## src/rtl/train_ctrl_pkg.sv

```systemverilog
// Shared train-controller definitions: field widths, state codes and timing constants.
package train_ctrl_pkg;

   localparam int STATE_W  = 4;
   localparam int TIME_W   = 19;
   localparam int MS_PER_S = 1000;

   localparam logic [STATE_W-1:0] S_START = 4'b0000;
   localparam logic [STATE_W-1:0] S_WAIT  = 4'b0011;
   localparam logic [STATE_W-1:0] S_STOP  = 4'b0100;

   // Prescaler width: enough bits for 0..div-1, never narrower than one bit.
   function automatic int calc_cnt_w(input int div);
      int w;
      w = $clog2(div);
      return (w < 1) ? 1 : w;
   endfunction

endpackage

```

## src/rtl/ms_tick_gen.sv

```systemverilog
// Millisecond prescaler: counts enabled cycles 0..TICK_DIV-1 and flags the wrap cycle.
module ms_tick_gen
   import train_ctrl_pkg::*;
#(
   parameter int TICK_DIV = 50_000
) (
   input  logic clk,
   input  logic rst,
   input  logic en,
   input  logic clr,
   output logic tick
);

   localparam int CNT_W = calc_cnt_w(TICK_DIV);
   localparam logic [CNT_W-1:0] LAST = CNT_W'(TICK_DIV - 1);
   localparam logic [CNT_W-1:0] ZERO = {CNT_W{1'b0}};
   localparam logic [CNT_W-1:0] ONE  = CNT_W'(1);

   logic [CNT_W-1:0] r_cnt;

   // Tick is the last enabled cycle of a millisecond; a clear wins over it.
   assign tick = en & ~clr & (r_cnt == LAST);

   // Prescaler counter: cleared on reset or load, frozen while disabled.
   always_ff @(posedge clk) begin
      if (rst) begin
         r_cnt <= ZERO;
      end else if (clr) begin
         r_cnt <= ZERO;
      end else if (en) begin
         if (r_cnt == LAST) begin
            r_cnt <= ZERO;
         end else begin
            r_cnt <= r_cnt + ONE;
         end
      end else begin
         r_cnt <= r_cnt;
      end
   end

endmodule

```

## src/rtl/state_timer.sv

```systemverilog
// Per-state dwell timer: reloads on every state change and counts down in ms.
// Define STATE_TIMER_FAST_SIM_EN to decrement once per enabled cycle (TICK_DIV = 1).
module state_timer
   import train_ctrl_pkg::*;
#(
   parameter int CLK_HZ = 50_000_000
) (
   input  logic               clk,
   input  logic               rst,
   input  logic [STATE_W-1:0] present_state,
   input  logic [TIME_W-1:0]  t,
   input  logic               hold,
   output logic               timeout,
   output logic               expired,
   output logic               busy,
   output logic [TIME_W-1:0]  remaining
);

`ifdef STATE_TIMER_FAST_SIM_EN
   localparam int TICK_DIV = 1;
`else
   localparam int TICK_DIV = CLK_HZ / MS_PER_S;
`endif

   localparam logic [TIME_W-1:0] T_ZERO = {TIME_W{1'b0}};
   localparam logic [TIME_W-1:0] T_ONE  = TIME_W'(1);

   logic [STATE_W-1:0] r_prev_state;
   logic               r_load_p;
   logic [TIME_W-1:0]  r_remaining;
   logic               r_busy;
   logic               r_timeout;
   logic               r_expired;

   logic               w_change;
   logic               w_en;
   logic               w_tick;
   logic [TIME_W-1:0]  w_rem_next;
   logic               w_timeout_next;
   logic               w_expired_next;

   assign w_change = (present_state != r_prev_state);
   assign w_en     = r_busy & ~hold;

   ms_tick_gen #(
      .TICK_DIV (TICK_DIV)
   ) u_ms_tick_gen (
      .clk  (clk),
      .rst  (rst),
      .en   (w_en),
      .clr  (r_load_p),
      .tick (w_tick)
   );

   // Next countdown state; a load overrides a decrement landing in the same cycle.
   always_comb begin
      w_rem_next     = r_remaining;
      w_timeout_next = 1'b0;
      w_expired_next = r_expired;
      if (r_load_p) begin
         w_rem_next     = t;
         w_expired_next = 1'b0;
      end else if (w_tick && (r_remaining != T_ZERO)) begin
         w_rem_next = r_remaining - T_ONE;
         if (r_remaining == T_ONE) begin
            w_timeout_next = 1'b1;
            w_expired_next = 1'b1;
         end else begin
            w_expired_next = r_expired;
         end
      end else begin
         w_rem_next = r_remaining;
      end
   end

   // State tracking and registered outputs; reset arms a load for the first cycle out.
   always_ff @(posedge clk) begin
      if (rst) begin
         r_prev_state <= {STATE_W{1'b0}};
         r_load_p     <= 1'b1;
         r_remaining  <= T_ZERO;
         r_busy       <= 1'b0;
         r_timeout    <= 1'b0;
         r_expired    <= 1'b0;
      end else begin
         r_prev_state <= present_state;
         r_load_p     <= w_change;
         r_remaining  <= w_rem_next;
         r_busy       <= (w_rem_next != T_ZERO);
         r_timeout    <= w_timeout_next;
         r_expired    <= w_expired_next;
      end
   end

   assign timeout   = r_timeout;
   assign expired   = r_expired;
   assign busy      = r_busy;
   assign remaining = r_remaining;

endmodule

```

## config.mk

```make
export PLATFORM = sky130hd
export DESIGN_NAME = state_timer
export DESIGN_NICKNAME = d
export VERILOG_FILES = /design/src/rtl/train_ctrl_pkg.sv /design/src/rtl/ms_tick_gen.sv /design/src/rtl/state_timer.sv
export SDC_FILE = /design/constraint.sdc
export NUM_CORES = 1
export LEC_CHECK = 0
export CORE_MARGIN = 2
export CORE_UTILIZATION = 55
export CTS_CLUSTER_DIAMETER = 150
export DETAILED_ROUTE_END_ITERATION = 7
export DONT_BUFFER_PORTS = 1
export PLACE_DENSITY = 0.7
export SETUP_SLACK_MARGIN = 0.15
export SYNTH_ARGS = -nofsm -noshare
export SYNTH_HDL_FRONTEND = slang
export SYNTH_SLANG_ARGS = --single-unit
```

## constraint.sdc

```tcl
create_clock -name clk -period 4.3 [get_ports clk]
set_input_delay 1.29 -clock clk [delete_from_list [all_inputs] [get_ports clk]]
set_output_delay 1.29 -clock clk [all_outputs]
set_load 0.1 [all_outputs]
```

* Word-level counts from Yosys, hierarchy flattened
Index checks and enable logic that the tools add are counted.
Word-level totals: register bits 43, input bits 26, output and inout bits 22, logic and storage cells 28
Operators by class: add/sub/neg operators 2, equal/unequal tests 3, muxes and demuxes 4, bitwise logic cells 6, reduce and logical (&&, ||, !) cells 6
Operators by type and width (count):
- 19-bit two-way mux | 2
- 19-bit nonzero test | 2
- 19-bit by 1-bit equality test with 1-bit output, second input constant | 1
- 19-bit by 1-bit subtractor with 19-bit output, second input constant | 1
- 16-bit by 1-bit adder with 16-bit output, second input constant | 1
- 16-bit equality test, second input constant | 1
- 16-bit two-way mux | 1
- 4-bit inequality test | 1
- 1-bit AND | 3
- 1-bit inverter | 3
- 3-bit OR reduction | 1
- 2-bit AND reduction | 1
- 2-bit OR reduction | 1
- 1-bit logical AND | 1
- 1-bit two-way mux | 1

* Depth between registers and ports, before layout
Gate-level depths: netlist of the first run.
depth after elaboration 8, mapped depth 10, mapped depth without buffers 10

* Hierarchy
Synthesis of the first run repeated with hierarchy kept, for this count alone.
Unflattened totals: cell total of the unflattened synthesis 276, area, all modules 2337.2 um^2
Modules (own cells, without submodules):
- state_timer | instances 1, cells each 191, area each 1581.5 um^2
- ms_tick_gen | instances 1, cells each 85, area each 755.7 um^2

* Worst setup path before layout of the first run
OpenSTA, ideal clock, no wires.
path kind flip-flop to flip-flop, from register r_remaining[0], in the netlist remaining[0], to register r_busy, in the netlist busy, setup time 138 ps, arrival 3191 ps, path slack 971 ps, stages on the path, launching flop included 11, buffers on the path 0, period minus slack after synthesis 3329 ps, cell sequence dfxtp_1 inv_1 ha_1 or3b_2 nor3_1 a211oi_4 nand3_1 or3_1 mux2i_1 and4_1 a41oi_1
Between the ends: longest elaborated chain between the ends 5
Ends and longest elaborated chain:
- from (decl) | line state_timer.sv:30 | logic [TIME_W-1:0] r_remaining;
- from (signal assigned) | line state_timer.sv:88 | r_remaining <= w_rem_next;
- parallel branches: the longest is 2 deep, another holds 19-bit by 1-bit subtractor with 19-bit output
- 19-bit two-way mux * | line state_timer.sv:63 | end else if (w_tick && (r_remaining != T_ZERO)) begin
- 19-bit two-way mux * | line state_timer.sv:60 | if (r_load_p) begin
- 19-bit nonzero test * | line state_timer.sv:89 | r_busy <= (w_rem_next != T_ZERO);
- to (signal assigned) | line state_timer.sv:89
- to (decl) | line state_timer.sv:31 | logic r_busy;
Every way passes the cells marked *. A chain may end at the register's enable or synchronous reset.

* Worst setup path in the final report of the first run
from input hold, to register r_busy, in the netlist busy
Between the ends: longest elaborated chain between the ends 8
Ends and longest elaborated chain:
- from (decl) | line state_timer.sv:12 | input logic hold,
- 1-bit inverter | line state_timer.sv:43 | assign w_en = r_busy & ~hold;
- 1-bit AND | line state_timer.sv:43
- 1-bit AND (2 in a row) | line ms_tick_gen.sv:22 | assign tick = en & ~clr & (r_cnt == LAST);
- 1-bit logical AND | line state_timer.sv:63
- 19-bit two-way mux | line state_timer.sv:63
- 19-bit two-way mux | line state_timer.sv:60
- 19-bit nonzero test | line state_timer.sv:89
No other way between the ends.

==> metrics, run 1 <==
root buffer cell=clkbuf_8; grt ovf=0; # IOs=between 40 and 50; DRC violations left=0; worst r2r dst=busy; nature of the critical path endpoint=register; Cell Chain, Critical Path=nor2b_1 > nand3_1 > a211oi_4 > nand3_1 > or3_1 > mux2i_1 > and4_1 > a41oi_1; Antenna Cells=0; Post-synth EDFFs=0; hold path cells=2; fin cells=354; Peak VDD IR=0.294 mV; Die ar.=about 4800 um^2; Core Region=4030 um^2; row count=23; Final TNS setup=0 ps; Critical Path AT=approximately 3500 ps; syn avg cell area=between 8 and 9 um^2; hold_sp=r_prev_state[1]; Final Hold Viols=0; CP bufs+invs=0; DP HPWL=4070 um; DR iter-0 viols=169; Post-CTS Hold Buffers=0; Slowest-stage cell, CP=a211oi_4; vias in the first global route=between 1.5k and 2k; Util after Layout=0.650; number of routed nets with antenna violations=0; vias per cell=6.03; post-synth net total=roughly 320; # resized after CTS=0; CP max FO=7; Starting Density=0.580; nets=between 300 and 400; dpl cells=346; reg2reg path depth=8; CP delay by family, top=simple AND/OR/NAND/NOR gates; Worst Skew=slightly above 8 ps; Max Fclk=between 300 and 400 MHz; Req. time, crit path=approximately 4500 ps; fin. max-slew vios=0; Period minus WS final=3330 ps; Relative slew margins=0.238; Slew @ Worst Pin=1140 ps; Hold Path Sink=r_load_p; postcts setup bufs=0; Worst-Skew Late Latency=300 ps; Hold WC Path Type=reg2reg; CTS buffer count=5; Longest Clk Path Bufs=2; DR WL/cell=15.5 um; Die Ht=69.2 um; critical path startpoint category=primary input; Vias=2135; TritonCTS Sinks=between 40 and 50; max incr delay on CP=500 ps; asr flop ratio synth=0; number of H-tree levels=2; Post-Synthesis Cells=287; pwr/cell area=358 nW/um^2; area grow syn2layout=12.2%; largest net degree at the start of global routing=29; Tcrit/Tclk final=0.774; # setup viols final=0; critical path type=in2reg; Reg2Reg Setup Slack=between 1000 and 1500 ps; first-pass iteration count of the detailed router=4; R2R Path Start=remaining[3]; total chip power=939 uW; first-pass GRT wire length=9250 um; gp weighted congestion=approximately 0.87; Leak=approximately 0.00095 uW; clock slew at the register clock pins of the worst setup and hold paths=80 ps; maxcap violations=0; Seq cells post-synth=43; Post-Syn Area=2330 um^2; Die W=69.2 um; synth unique cells=between 50 and 60; antenna violations before repair=0; RSZ-0062 raised after global routing=no; yosys warns=0; Seq/Total Area, Yosys=0.369; share of post-route cells with drive strength above 1=0.118; top_reg_cell synth=dfxtp_1; Routed WL=about 5500 um; status=finished, final reports clean; GRT Total Usage=0.237; TritonCTS clock tree=yes; Port-buffer cells=0; Worst path most repeated cell=nand3_1
state kept, by name (all words and copies together) (netlist names):
register / count
r_prev_state: 4
u_ms_tick_gen.r_cnt: 16
remaining: 19
expired: 1
timeout: 1
busy: 1
r_load_p: 1
cell families after synthesis:
kind of cell             count (synthesis)  synth area share
multiplexers                             6            0.0257
XOR/XNOR                                22            0.0825
adder cells (fa/ha/maj)                  3            0.0161
AND/OR/NAND/NOR                        147             0.336
buffers and inverters                   24            0.0391
AO/OA/AOI/OAI                           42             0.132
flip-flops                              43             0.369
worst reg2reg max path, stage by stage, from the launching register on:
cell	delay, ps
dfxtp_1	1060
or3b_2	290
nor3_1	100
a211oi_4	450
nand3_1	210
or3_1	430
mux2i_1	190
and4_1	230
a41oi_1	120
cells in the mapped netlist, types with 6 or more instances:
cell type / n / area share
a21oi_1: 12 / 0.026
clkbuf_1: 8 / 0.013
dfxtp_1: 43 / 0.37
inv_1: 13 / 0.021
mux2i_1: 6 / 0.026
nand2_1: 28 / 0.045
nand3_1: 10 / 0.021
nand4_1: 8 / 0.021
nor2_1: 41 / 0.066
nor2b_1: 6 / 0.016
nor3_1: 10 / 0.021
nor4_1: 8 / 0.021
o21ai_0: 6 / 0.013
or3_1: 10 / 0.027
or4_1: 7 / 0.023
xnor2_1: 11 / 0.041
xor2_1: 11 / 0.041
final cells by class:
| type | instances | area [um^2] |
|---|---|---|
| inverters | 14 | 52.6 |
| well taps | 50 | 62.6 |
| repair buffers | 19 | 143 |
| clock inverters | 2 | 35.0 |
| flip-flops and latches | 43 | 861 |
| multi-input cells | 220 | 1380 |
| fillers | 366 | 1410 |
| clock buffers | 6 | 82.6 |
worst max-delay path by stage:
stage / slack (ps) / depth (start not counted) / from / to
CTS: 990 / 8 / hold / busy
finish: 970 / 8 / hold / busy
detailed placement: 720 / 8 / hold / busy
global route: 800 / 8 / hold / busy
global placement: 770 / 8 / hold / busy
floorplan: 970 / 10 / remaining[0] / busy
per-layer routing:
metal  GRT usage  part of all wire
met4      0.0545            0.0088
met2       0.349              0.43
met3      0.0760             0.091
met5           0                 0
met1       0.339              0.47
metrics by stage:
step           setup WS [ps]  hold WS (ps)  instance area, um^2
2_1_floorplan            971           458                 2330
3_3_place_gp             767           463                 2500
3_5_place_dp             717           474                 2500
4_1_cts                  995           494                 2620
5_1_grt                  801           522                 2620
6_report                 974           491                 2620
layout by cell type (no fill, tap or decap), drive strengths merged, types with 2 or more instances in the layout:
cell type	netlist	routed
a211oi	4	4
a21oi	12	12
nor3	10	10
or3	10	10
buf	2	19
a21o	2	2
nand2b	2	2
xnor2	11	11
o311a	2	2
nor2b	6	6
nor4	10	10
a2111oi	2	2
and4	2	2
o31ai	3	3
dfxtp	43	43
nor2	41	41
or4	10	10
clkbuf	8	6
and2	3	3
nand4	8	8
nand2	28	28
ha	3	3
xor2	11	11
clkinv	1	2
mux2i	6	6
nand3	10	10
o21ai	7	7
and3	2	2
inv	13	13
where the power goes:
group | internal, uW | leakage (uW) | switching [uW]
clock | 188 | 0.0000612 | 140
sequential | 412 | 0.000353 | 31.9
combinational | 45.4 | 0.000533 | 122
Note: power is estimated with default switching activity, not from simulation.
==> run 2, diff against run 1 <==
Clock period 4.3 ns to 3.3 ns, I/O delays scaled along.
==> run 2 against run 1 <==
  * Final area increased by 2.2%
  * Critical endpoint unchanged
  * Power increased by 22%
  * Global-route usage increased by 0.65 points
  * Largest cell class unchanged
  * Count of clock-buffer cells in the layout decreased by 1
==> metrics, run 2 (synthesized netlist as in run 1, its figures left out) <==
fin. max-slew vios=0; Reg2Reg Setup Slack=360 ps; CTS buffer count=5; # IOs=48; Leak=0.000970 uW; Flop pwr share=0.485; nets=340; critical path type=in2reg; Psw=392 uW; Slowest-stage cell, CP=or4_4; Die W=69.2 um; max incr delay on CP=590 ps; root buffer cell=clkbuf_8; Die Ht=69.2 um; number of routed nets with antenna violations=0; pwr/cell area=426 nW/um^2; DR iter-0 viols=roughly 190; Tcrit/Tclk final=0.912; DRC violations left=0; Routed WL=between 5000 and 6000 um; Comb power frac=0.221; grt ovf=0; first-pass iteration count of the detailed router=4; hold_sp=r_prev_state[1]; worst r2r dst=busy; reg2reg path depth=11; TritonCTS clock tree=yes; area grow syn2layout=14.6%; Hold Path Sink=r_load_p; Antenna Cells=0; Largest register FFs=19; Final TNS setup=0 ps; number of H-tree levels=2; status=finished, final reports clean; Final Hold Viols=0; CP delay by family, top=simple AND/OR/NAND/NOR gates; R2R Path Start=remaining[0]; antenna violations before repair=0; clock slew at the register clock pins of the worst setup and hold paths=90 ps; clock power share=0.294; GRT Total Usage=0.244; total chip power=1140 uW; Hold WC Path Type=reg2reg; Worst-Skew Late Latency=300 ps; DR WL/cell=roughly 16 um; Port-buffer cells=0; Starting Density=0.580; Period minus WS final=3010 ps; Critical Path AT=3180 ps; maxcap violations=0; Relative slew margins=0.355; DP HPWL=approximately 4300 um; first-pass GRT wire length=9490 um; # setup viols final=0; switch share=0.343; largest net degree at the start of global routing=29; Die ar.=4780 um^2; Cell Chain, Critical Path=nor2b_1 > nand2_1 > or4_4 > o311a_1 > a211oi_1 > nand3_1 > nor4_2 > a41oi_1; Peak VDD IR=between 0.3 and 0.4 mV; Design Area, Final=between 2000 and 3000 um^2; hold path cells=2; vias in the first global route=2019; RSZ-0062 raised after global routing=no; Longest Clk Path Bufs=2; Core Region=4030 um^2; CP max FO=5; gp weighted congestion=0.930; Slew @ Worst Pin=966 ps; commonest non-fill, non-tap cells in the layout=nor2_1, dfxtp_1, nand2_1; vias per cell=5.98; postcts setup bufs=0; CP bufs+invs=0; share of post-route cells with drive strength above 1=0.154; Vias=2163; nature of the critical path endpoint=register; internal power=between 700 and 800 uW; Worst Skew=8.03 ps; TritonCTS Sinks=43; Req. time, crit path=3470 ps; row count=23; dpl cell area=2560 um^2; Max Fclk=332 MHz; critical path startpoint category=primary input
==> run 2: changes by cell type in the layout (fill, tap and decap cells not counted), moves of 2 or more <==
cell,change
buf_4,+8
clkinvlp_4,+2
dfxtp_1,-2
dfxtp_2,+2
==> run 2: timing repair <==
item / 4_1_cts / 5_1_grt
resized for setup: 0 / 4
hold buffers: 0 / 0
endpoints found under the setup margin: 0 / 1
==> run 2: area by class of cell <==
class	count	area, um^2
Sequential cell	43	863
Fill cell	348	1350
Tap cell	50	62.6
Timing Repair Buffer	27	203
Clock buffer	5	68.8
Clock inverter	3	20.0
Inverter	14	52.6
Multi-Input combinational cell	220	1410
==> run 2: power groups by stage <==
| stage | sequential, uW | combinational, uW | clock, uW |
|---|---|---|---|
| after detailed placement | 565 | 249 | 0 |
| after CTS | 552 | 249 | 342 |
| after global routing | 556 | 266 | 369 |
| after global placement | 564 | 247 | 0 |
| after floorplan | 679 | 85.9 | 0 |
| final | 553 | 252 | 336 |
==> run 2: through the flow <==
stage,hold WS (ps),setup WS (ps),utilization,cells
floorplan,458,240,-,287
global placement,466,118,0.636,354
detailed placement,473,31.4,0.636,354
CTS,493,259,0.658,362
global route,513,152,0.664,362
finish,493,290,0.664,362
==> run 2: tightest hold or removal path, stage by stage, from the launching register on <==
cell and delay, ps:
dfxtp_1 340, a21oi_1 60, nand4_1 70
==> run 2: worst max path at each step <==
stage / startpoint / end / slack [ps] / depth (start not counted)
floorplan: busy / busy / 240 / 9
global placement: hold / busy / 120 / 8
detailed placement: hold / busy / 30 / 8
CTS: remaining[0] / busy / 260 / 11
global route: hold / busy / 150 / 8
finish: hold / busy / 290 / 8
==> run 2: metal layers <==
metal  GRT usage  up-vias  part of all wire
met5           0        -                 0
met4      0.0806        0             0.016
met3      0.0760        9             0.090
met2       0.364       77              0.44
met1       0.334      994              0.46
li1            -     1083                 -
==> run 3, diff against run 2 <==
Settings changed: ABC_CLOCK_PERIOD_IN_PS set to 3300.
==> results of run 3 <==
The final DEF is identical to that of run 2; final timing and power are the same.
